### src/rtl/mont_word_sequencer_pkg.sv
// Shared RSA sequencing types: FSM state encoding and datapath phase codes.
package mont_word_sequencer_pkg;

  typedef enum logic [2:0] {
    IDLE  = 3'd0,
    MUL   = 3'd1,
    CARRY = 3'd2,
    SUB   = 3'd3,
    DONE  = 3'd4
  } seq_state_t;

  localparam logic [1:0] PH_IDLE  = 2'd0;
  localparam logic [1:0] PH_MUL   = 2'd1;
  localparam logic [1:0] PH_CARRY = 2'd2;
  localparam logic [1:0] PH_SUB   = 2'd3;

  // Phase code presented to the datapath for a given sequencer state.
  function automatic logic [1:0] phase_of(input logic [2:0] st);
    logic [1:0] ph;
    ph = PH_IDLE;
    case (st)
      MUL:     ph = PH_MUL;
      CARRY:   ph = PH_CARRY;
      SUB:     ph = PH_SUB;
      default: ph = PH_IDLE;
    endcase
    return ph;
  endfunction

endpackage

### src/rtl/mont_word_sequencer_if.sv
// Bundle of the start/busy/done handshake (exponentiation controller side)
// and the valid/ready step handshake plus word indices (datapath side).
// master = the sequencer, slave = its environment.
interface mont_word_sequencer_if #(
  parameter int CNT_W = 11
);
  logic             start;
  logic [CNT_W-1:0] t_sub_1;
  logic             busy;
  logic             done;
  logic             step_valid;
  logic             step_ready;
  logic [1:0]       phase;
  logic [CNT_W-1:0] idx_i;
  logic [CNT_W-1:0] idx_j;
  logic             first_j;
  logic             last_j;
  logic             last_i;
  logic             carry_en;

  modport master (
    input  start, t_sub_1, step_ready,
    output busy, done, step_valid, phase, idx_i, idx_j,
           first_j, last_j, last_i, carry_en
  );

  modport slave (
    output start, t_sub_1, step_ready,
    input  busy, done, step_valid, phase, idx_i, idx_j,
           first_j, last_j, last_i, carry_en
  );
endinterface

### src/rtl/mont_word_sequencer_counter.sv
// Wrap-around word counter: counts 0..t_sub_1 and wraps to 0 after t_sub_1.
// The wrap is an equality compare, so t_sub_1 = all-ones never overflows.
module counter_to_t_sub_1 #(
  parameter int W = 11
) (
  input  logic         clk,
  input  logic         rst,
  input  logic         ce,
  input  logic         inc,
  input  logic [W-1:0] t_sub_1,
  output logic [W-1:0] cnt
);

  logic [W-1:0] cnt_q, cnt_d;

  // Next count: advance or wrap on an enabled increment, otherwise hold.
  always_comb begin
    cnt_d = cnt_q;
    if (ce && inc) begin
      if (cnt_q == t_sub_1) cnt_d = '0;
      else                  cnt_d = cnt_q + W'(1);
    end
  end

  // Count register with synchronous clear.
  always_ff @(posedge clk) begin
    if (rst) cnt_q <= '0;
    else     cnt_q <= cnt_d;
  end

  assign cnt = cnt_q;

endmodule

### src/rtl/mont_word_sequencer.sv
// Word-serial Montgomery multiplier control: outer loop i, inner loop j,
// one carry cycle per outer iteration, then a conditional-subtraction pass.
//
// state | meaning
// IDLE  | waiting for start
// MUL   | inner-loop multiply steps, j advances on step handshake
// CARRY | one-cycle carry propagation, i advances
// SUB   | final subtraction pass, j advances on step handshake
// DONE  | one-cycle completion flag
module mont_word_sequencer
  import mont_word_sequencer_pkg::*;
#(
  parameter int DATA_WIDTH = 1025,
  localparam int CNT_W = $clog2(DATA_WIDTH)
) (
  input  logic                         clk,
  input  logic                         rst,
  input  logic                         ce,
  mont_word_sequencer_if.master        bus
);

  localparam logic [2:0] S_IDLE  = IDLE;
  localparam logic [2:0] S_MUL   = MUL;
  localparam logic [2:0] S_CARRY = CARRY;
  localparam logic [2:0] S_SUB   = SUB;
  localparam logic [2:0] S_DONE  = DONE;

  logic [2:0]       state_q, state_d;
  logic [CNT_W-1:0] t_reg_q, t_reg_d;
  logic [CNT_W-1:0] cnt_i, cnt_j;
  logic             start_acc;
  logic             step_valid;
  logic             j_inc;
  logic             i_inc;
  logic             j_last;
  logic             i_last;
  logic             cnt_rst;

  assign start_acc  = ce && (state_q == S_IDLE) && bus.start;
  assign step_valid = (state_q == S_MUL) || (state_q == S_SUB);
  assign j_inc      = step_valid && bus.step_ready;
  assign i_inc      = (state_q == S_CARRY);
  assign j_last     = (cnt_j == t_reg_q);
  assign i_last     = (cnt_i == t_reg_q);
  // Starting a run clears both counters so every run begins at word 0.
  assign cnt_rst    = rst || start_acc;

  counter_to_t_sub_1 #(.W(CNT_W)) u_cnt_i (
    .clk     (clk),
    .rst     (cnt_rst),
    .ce      (ce),
    .inc     (i_inc),
    .t_sub_1 (t_reg_q),
    .cnt     (cnt_i)
  );

  counter_to_t_sub_1 #(.W(CNT_W)) u_cnt_j (
    .clk     (clk),
    .rst     (cnt_rst),
    .ce      (ce),
    .inc     (j_inc),
    .t_sub_1 (t_reg_q),
    .cnt     (cnt_j)
  );

  // Next state and word-count capture; everything holds while ce is low.
  always_comb begin
    state_d = state_q;
    t_reg_d = t_reg_q;
    if (ce) begin
      case (state_q)
        S_IDLE: begin
          if (bus.start) begin
            t_reg_d = bus.t_sub_1;
            state_d = S_MUL;
          end
        end
        S_MUL: begin
          if (bus.step_ready && j_last) state_d = S_CARRY;
        end
        S_CARRY: begin
          if (i_last) state_d = S_SUB;
          else        state_d = S_MUL;
        end
        S_SUB: begin
          if (bus.step_ready && j_last) state_d = S_DONE;
        end
        S_DONE:  state_d = S_IDLE;
        default: state_d = S_IDLE;
      endcase
    end
  end

  // State and word-count registers.
  always_ff @(posedge clk) begin
    if (rst) begin
      state_q <= S_IDLE;
      t_reg_q <= '0;
    end else begin
      state_q <= state_d;
      t_reg_q <= t_reg_d;
    end
  end

  assign bus.busy       = (state_q == S_MUL) || (state_q == S_CARRY) || (state_q == S_SUB);
  assign bus.done       = (state_q == S_DONE);
  assign bus.step_valid = step_valid;
  assign bus.phase      = phase_of(state_q);
  assign bus.carry_en   = (state_q == S_CARRY);
  assign bus.idx_i      = cnt_i;
  assign bus.idx_j      = cnt_j;
  assign bus.first_j    = (cnt_j == '0);
  assign bus.last_j     = j_last;
  assign bus.last_i     = i_last;

endmodule
### src/flat_wrapper.sv
// flat-port wrapper written by rule: the top's interface ports become plain ports
module mont_word_sequencer_flat import mont_word_sequencer_pkg::*;
#(
  parameter int DATA_WIDTH = 1025,
  localparam int CNT_W = $clog2(DATA_WIDTH)
)
  (clk, rst, ce, bus_start, bus_t_sub_1, bus_step_ready, bus_busy, bus_done, bus_step_valid, bus_phase, bus_idx_i, bus_idx_j, bus_first_j, bus_last_j, bus_last_i, bus_carry_en);
  mont_word_sequencer_if bus_i ();
  input  logic clk;
  input  logic rst;
  input  logic ce;
  input wire logic [$bits(bus_i.start)-1:0] bus_start;
  input wire logic [$bits(bus_i.t_sub_1)-1:0] bus_t_sub_1;
  input wire logic [$bits(bus_i.step_ready)-1:0] bus_step_ready;
  output wire logic [$bits(bus_i.busy)-1:0] bus_busy;
  output wire logic [$bits(bus_i.done)-1:0] bus_done;
  output wire logic [$bits(bus_i.step_valid)-1:0] bus_step_valid;
  output wire logic [$bits(bus_i.phase)-1:0] bus_phase;
  output wire logic [$bits(bus_i.idx_i)-1:0] bus_idx_i;
  output wire logic [$bits(bus_i.idx_j)-1:0] bus_idx_j;
  output wire logic [$bits(bus_i.first_j)-1:0] bus_first_j;
  output wire logic [$bits(bus_i.last_j)-1:0] bus_last_j;
  output wire logic [$bits(bus_i.last_i)-1:0] bus_last_i;
  output wire logic [$bits(bus_i.carry_en)-1:0] bus_carry_en;
  assign bus_i.start = bus_start;
  assign bus_i.t_sub_1 = bus_t_sub_1;
  assign bus_i.step_ready = bus_step_ready;
  assign bus_busy = bus_i.busy;
  assign bus_done = bus_i.done;
  assign bus_step_valid = bus_i.step_valid;
  assign bus_phase = bus_i.phase;
  assign bus_idx_i = bus_i.idx_i;
  assign bus_idx_j = bus_i.idx_j;
  assign bus_first_j = bus_i.first_j;
  assign bus_last_j = bus_i.last_j;
  assign bus_last_i = bus_i.last_i;
  assign bus_carry_en = bus_i.carry_en;
  mont_word_sequencer #(.DATA_WIDTH(DATA_WIDTH)) u_core (.clk(clk), .rst(rst), .ce(ce), .bus(bus_i));
endmodule
### config.mk
export PLATFORM = sky130hd
export DESIGN_NAME = mont_word_sequencer_flat
export DESIGN_NICKNAME = d
export VERILOG_FILES = /design/src/rtl/mont_word_sequencer_pkg.sv /design/src/rtl/mont_word_sequencer_if.sv /design/src/rtl/mont_word_sequencer_counter.sv /design/src/rtl/mont_word_sequencer.sv /design/src/flat_wrapper.sv
export SDC_FILE = /design/constraint.sdc
export NUM_CORES = 1
export LEC_CHECK = 0
export ABC_AREA = 1
export CAP_MARGIN = 0
export CORE_UTILIZATION = 53
export CTS_CLUSTER_DIAMETER = 200
export CTS_CLUSTER_SIZE = 8
export DETAILED_ROUTE_END_ITERATION = 8
export PLACE_DENSITY = 0.84
export SLEW_MARGIN = 20
export SYNTH_ARGS = -nofsm -noshare
export SYNTH_HDL_FRONTEND = slang
export SYNTH_SLANG_ARGS = --single-unit
### constraint.sdc
create_clock -name clk -period 3.43 [get_ports clk]
set_clock_uncertainty 0.1 [all_clocks]
set_input_delay 0.343 -clock clk [delete_from_list [all_inputs] [get_ports clk]]
set_output_delay 0.343 -clock clk [all_outputs]
set_load 0.005 [all_outputs]
==> results.yml <==
placed_design:
  gp_congestion: 0.905
  io_buffers: 46
  place.detailed.hpwl_um: 3850
  dp.cells: 385
  placed_cell_area_um2: 2500
floorplanning:
  core_area_um2: 3470
  io_pins: 47
  die_x_um: 63.2
  num_rows: 21
  die_area_um2: 4000
  start_util: 0.573
  die_h_um: 63.2
power:
  power_mw: 0.991
  p_leak_nw: 1.06
  p_per_area_nw_per_um2: 382
  ir_worst_vdd_mv: 0.326
grt:
  grt_max_degree: 24
  grt_pass1_vias: 1861
  antenna_found_initial: 0
  grt.total_usage: 0.273
  grt_overflow: 0
  grt_pass1_wl_um: 8470
worst_setup_path:
  timing.rr.end: "u_core.u_cnt_i.cnt[7]$_SDFFE_PP0P_"
  cp_common_cell: "nand2_1"
  reg2reg_slack_ns: 1.55
  path_class: "register to output port"
  timing.rr.start: "u_core.state_q[2]$_SDFFE_PP0P_"
  path_cells: "inv_1 > nand2_1 > nand2_1 > nor2_1 > nand2_1 > nor2_1 > nand2_1 > inv_1 > clkdlybuf4s50_1"
  slowest_delay_ns: 0.49
  start_kind: "register"
  critical_path_required_ns: 2.99
  critPathArrivalTime_ns: 1.99
  cp-end-kind: "output port"
  critical-path-slowest-cell: "clkdlybuf4s50_1"
  crit_fanout: 4
  reg2regPathDepth: 9
detailed_routing:
  drt-met1-wl_um: 2400
  drt_iter0_markers: 142
  postRouteAntennaNets: 0
  dr.max_layer_used: "met4"
  wl_met2_um: 2410
  via_per_inst: 5.12
  wl_met3_um: 188
  wl_per_cell_um: 12.9
  wl_um: 5070
  drcViolationCount: 0
  dr.pass1.iters: 4
  vias: 2013
synthesis:
  synth_xor_area_frac: 0.0706
  syn_nets: 314
  avgSynthCellArea_um2: 6.73
  synth_top_family_by_area: "simple AND/OR/NAND/NOR gates"
  synth-adder-area-share: 0.0189
  synth_seq_cells: 36
  synthSimpleGateAreaFrac: 0.360
  synth_compound_area_frac: 0.0964
  synth_cells: 295
  synth_area_um2: 1990
  post_synth_mux_area_share: 0
  synth_warnings: 0
  synth-seq-area-share: 0.363
  synth_cell_type_count: 24
worst_hold_path:
  holdCritPathClass: "register to register"
  hold_depth: 2
  whs_endpoint: "u_core.t_reg_q[4]$_SDFFE_PP0P_"
  hold_start: "u_core.t_reg_q[4]$_SDFFE_PP0P_"
cts:
  cts_hold_buf: 0
  clock_latency_ns: 0.30
  path_clk_slew_ns: 0.07
  cts_resized: 0
  cts.sinks: 36
  cts_buffers: 5
  post_cts_buffers: 0
  clockBufferDepth: 2
  cts_root_buf: "clkbuf_8"
  h-tree-depth: 2
  cts_tree: "yes"
finish:
  diodes: 0
  syn2layout_area_growth_pct: 30.6
  drive_above_1_share: 0.0634
  layout.nets: 365
  fillers: 299
  finish.instance_area_um2: 2590
  final_cells: 393
job:
  cap_viol_max_count: 0
sta:
  finalSetupViolCount: 0
  rsz0062_at_grt: "false"
  worst_pin_slew_ns: 0.388
  finalCriticalPeriod_ns: 2.43
  finalCritPeriodShare: 0.709
  drv_slew: 0
  relSlewSlack: 0.739
  fmax_ghz: 0.411
  tns_ns: 0
  hold_viol_final: 0
status:
  outcome: "finished clean"
==> cell usage in the layout, fill, tap and decap left out, types with 3 or more instances in the layout <==
master,n
dfxtp_1,36
nor3_1,10
nand4_1,7
nand2_2,3
nor2_4,3
clkdlybuf4s50_1,46
clkbuf_8,6
o21ai_0,16
a21oi_1,20
nand3_1,19
xnor2_1,4
xor2_1,12
inv_1,44
ha_1,3
nor2_1,28
nand2_1,76
==> power by group <==
group          switching [mW]  total, mW  leakage, nW  internal (mW)
clock network           0.160      0.320       0.0510          0.160
logic                   0.112      0.210        0.716         0.0981
registers              0.0238      0.461        0.292          0.437
total                   0.295      0.991         1.06          0.695
==> critical path, delay by kind of cell (launching register included) <==
family,cells,cell delay [ns]
flops,1,0.41
buf+inv,3,0.71
simple gates,6,0.56
==> registers in the layout, summed over array words and instances, names as in the netlist <==
signal              count
u_core.state_q          3
u_core.t_reg_q         11
u_core.u_cnt_i.cnt     11
u_core.u_cnt_j.cnt     11
==> through the flow <==
| step | util | worst slack [ns] | hold slack, ns |
|---|---|---|---|
| after floorplan | - | 1.82 | 0.312 |
| after global placement | 0.721 | 1.32 | 0.386 |
| after detailed placement | 0.721 | 1.25 | 0.405 |
| after CTS | 0.747 | 1.02 | 0.415 |
| after global routing | 0.747 | 0.845 | 0.439 |
| final | 0.747 | 0.997 | 0.418 |
==> how the worst max path moves through the flow <==
stage | from | to | cells past startpoint
6_report | u_core.u_cnt_j.cnt[4]$_SDFFE_PP0P_ | bus_last_j | 9
4_1_cts | u_core.u_cnt_j.cnt[4]$_SDFFE_PP0P_ | bus_last_j | 9
2_1_floorplan | u_core.u_cnt_i.cnt[0]$_SDFFE_PP0P_ | u_core.u_cnt_i.cnt[10]$_SDFFE_PP0P_ | 10
3_5_place_dp | ce | u_core.u_cnt_j.cnt[2]$_SDFFE_PP0P_ | 7
3_3_place_gp | ce | u_core.u_cnt_j.cnt[5]$_SDFFE_PP0P_ | 7
5_1_grt | u_core.u_cnt_j.cnt[4]$_SDFFE_PP0P_ | bus_last_j | 9
==> per-layer routing <==
metal,vias to the layer above,GRT usage
met2,49,0.441
met3,10,0.0507
met5,-,0
met4,0,0.131
met1,917,0.348
li1,1037,-
==> cell families (layout without fill, tap and decap cells) <==
logic type / Yosys count / count (layout)
AOI/OAI and AO/OA: 37 / 37
and+or+nand+nor: 155 / 155
buffers and inverters: 48 / 100
adders and majority gates: 3 / 3
xor gates and xnor gates: 16 / 16
DFF: 36 / 36
==> Yosys cell counts <==
master | number | share of area
nand2_1 | 76 | 0.14
inv_1 | 44 | 0.083
dfxtp_1 | 36 | 0.36
nor2_1 | 28 | 0.053
a21oi_1 | 20 | 0.050
nand3_1 | 19 | 0.048
o21ai_0 | 16 | 0.040
xor2_1 | 12 | 0.053
nor3_1 | 10 | 0.025
nand4_1 | 7 | 0.022
xnor2_1 | 4 | 0.018
ha_1 | 3 | 0.019
nand2_2 | 3 | 0.0095
nor2_4 | 3 | 0.017
clkbuf_1 | 2 | 0.0038
nor2_2 | 2 | 0.0063
nor3b_1 | 2 | 0.0076
nor4_1 | 2 | 0.0063
buf_1 | 1 | 0.0019
inv_2 | 1 | 0.0019
nand3_2 | 1 | 0.0050
nand3_4 | 1 | 0.0088
nor3_4 | 1 | 0.0082
o21bai_2 | 1 | 0.0057
==> area by class of cell <==
type,instances,area (um2),area share
Timing Repair Buffer,47,468,0.181
Sequential cell,36,721,0.278
Tap cell,46,57.6,0.0222
Inverter,45,169,0.0652
Multi-Input combinational cell,211,1080,0.418
Clock inverter,2,10.0,0.00386
Clock buffer,6,82.6,0.0319
Note: power is estimated with default switching activity, not from simulation.
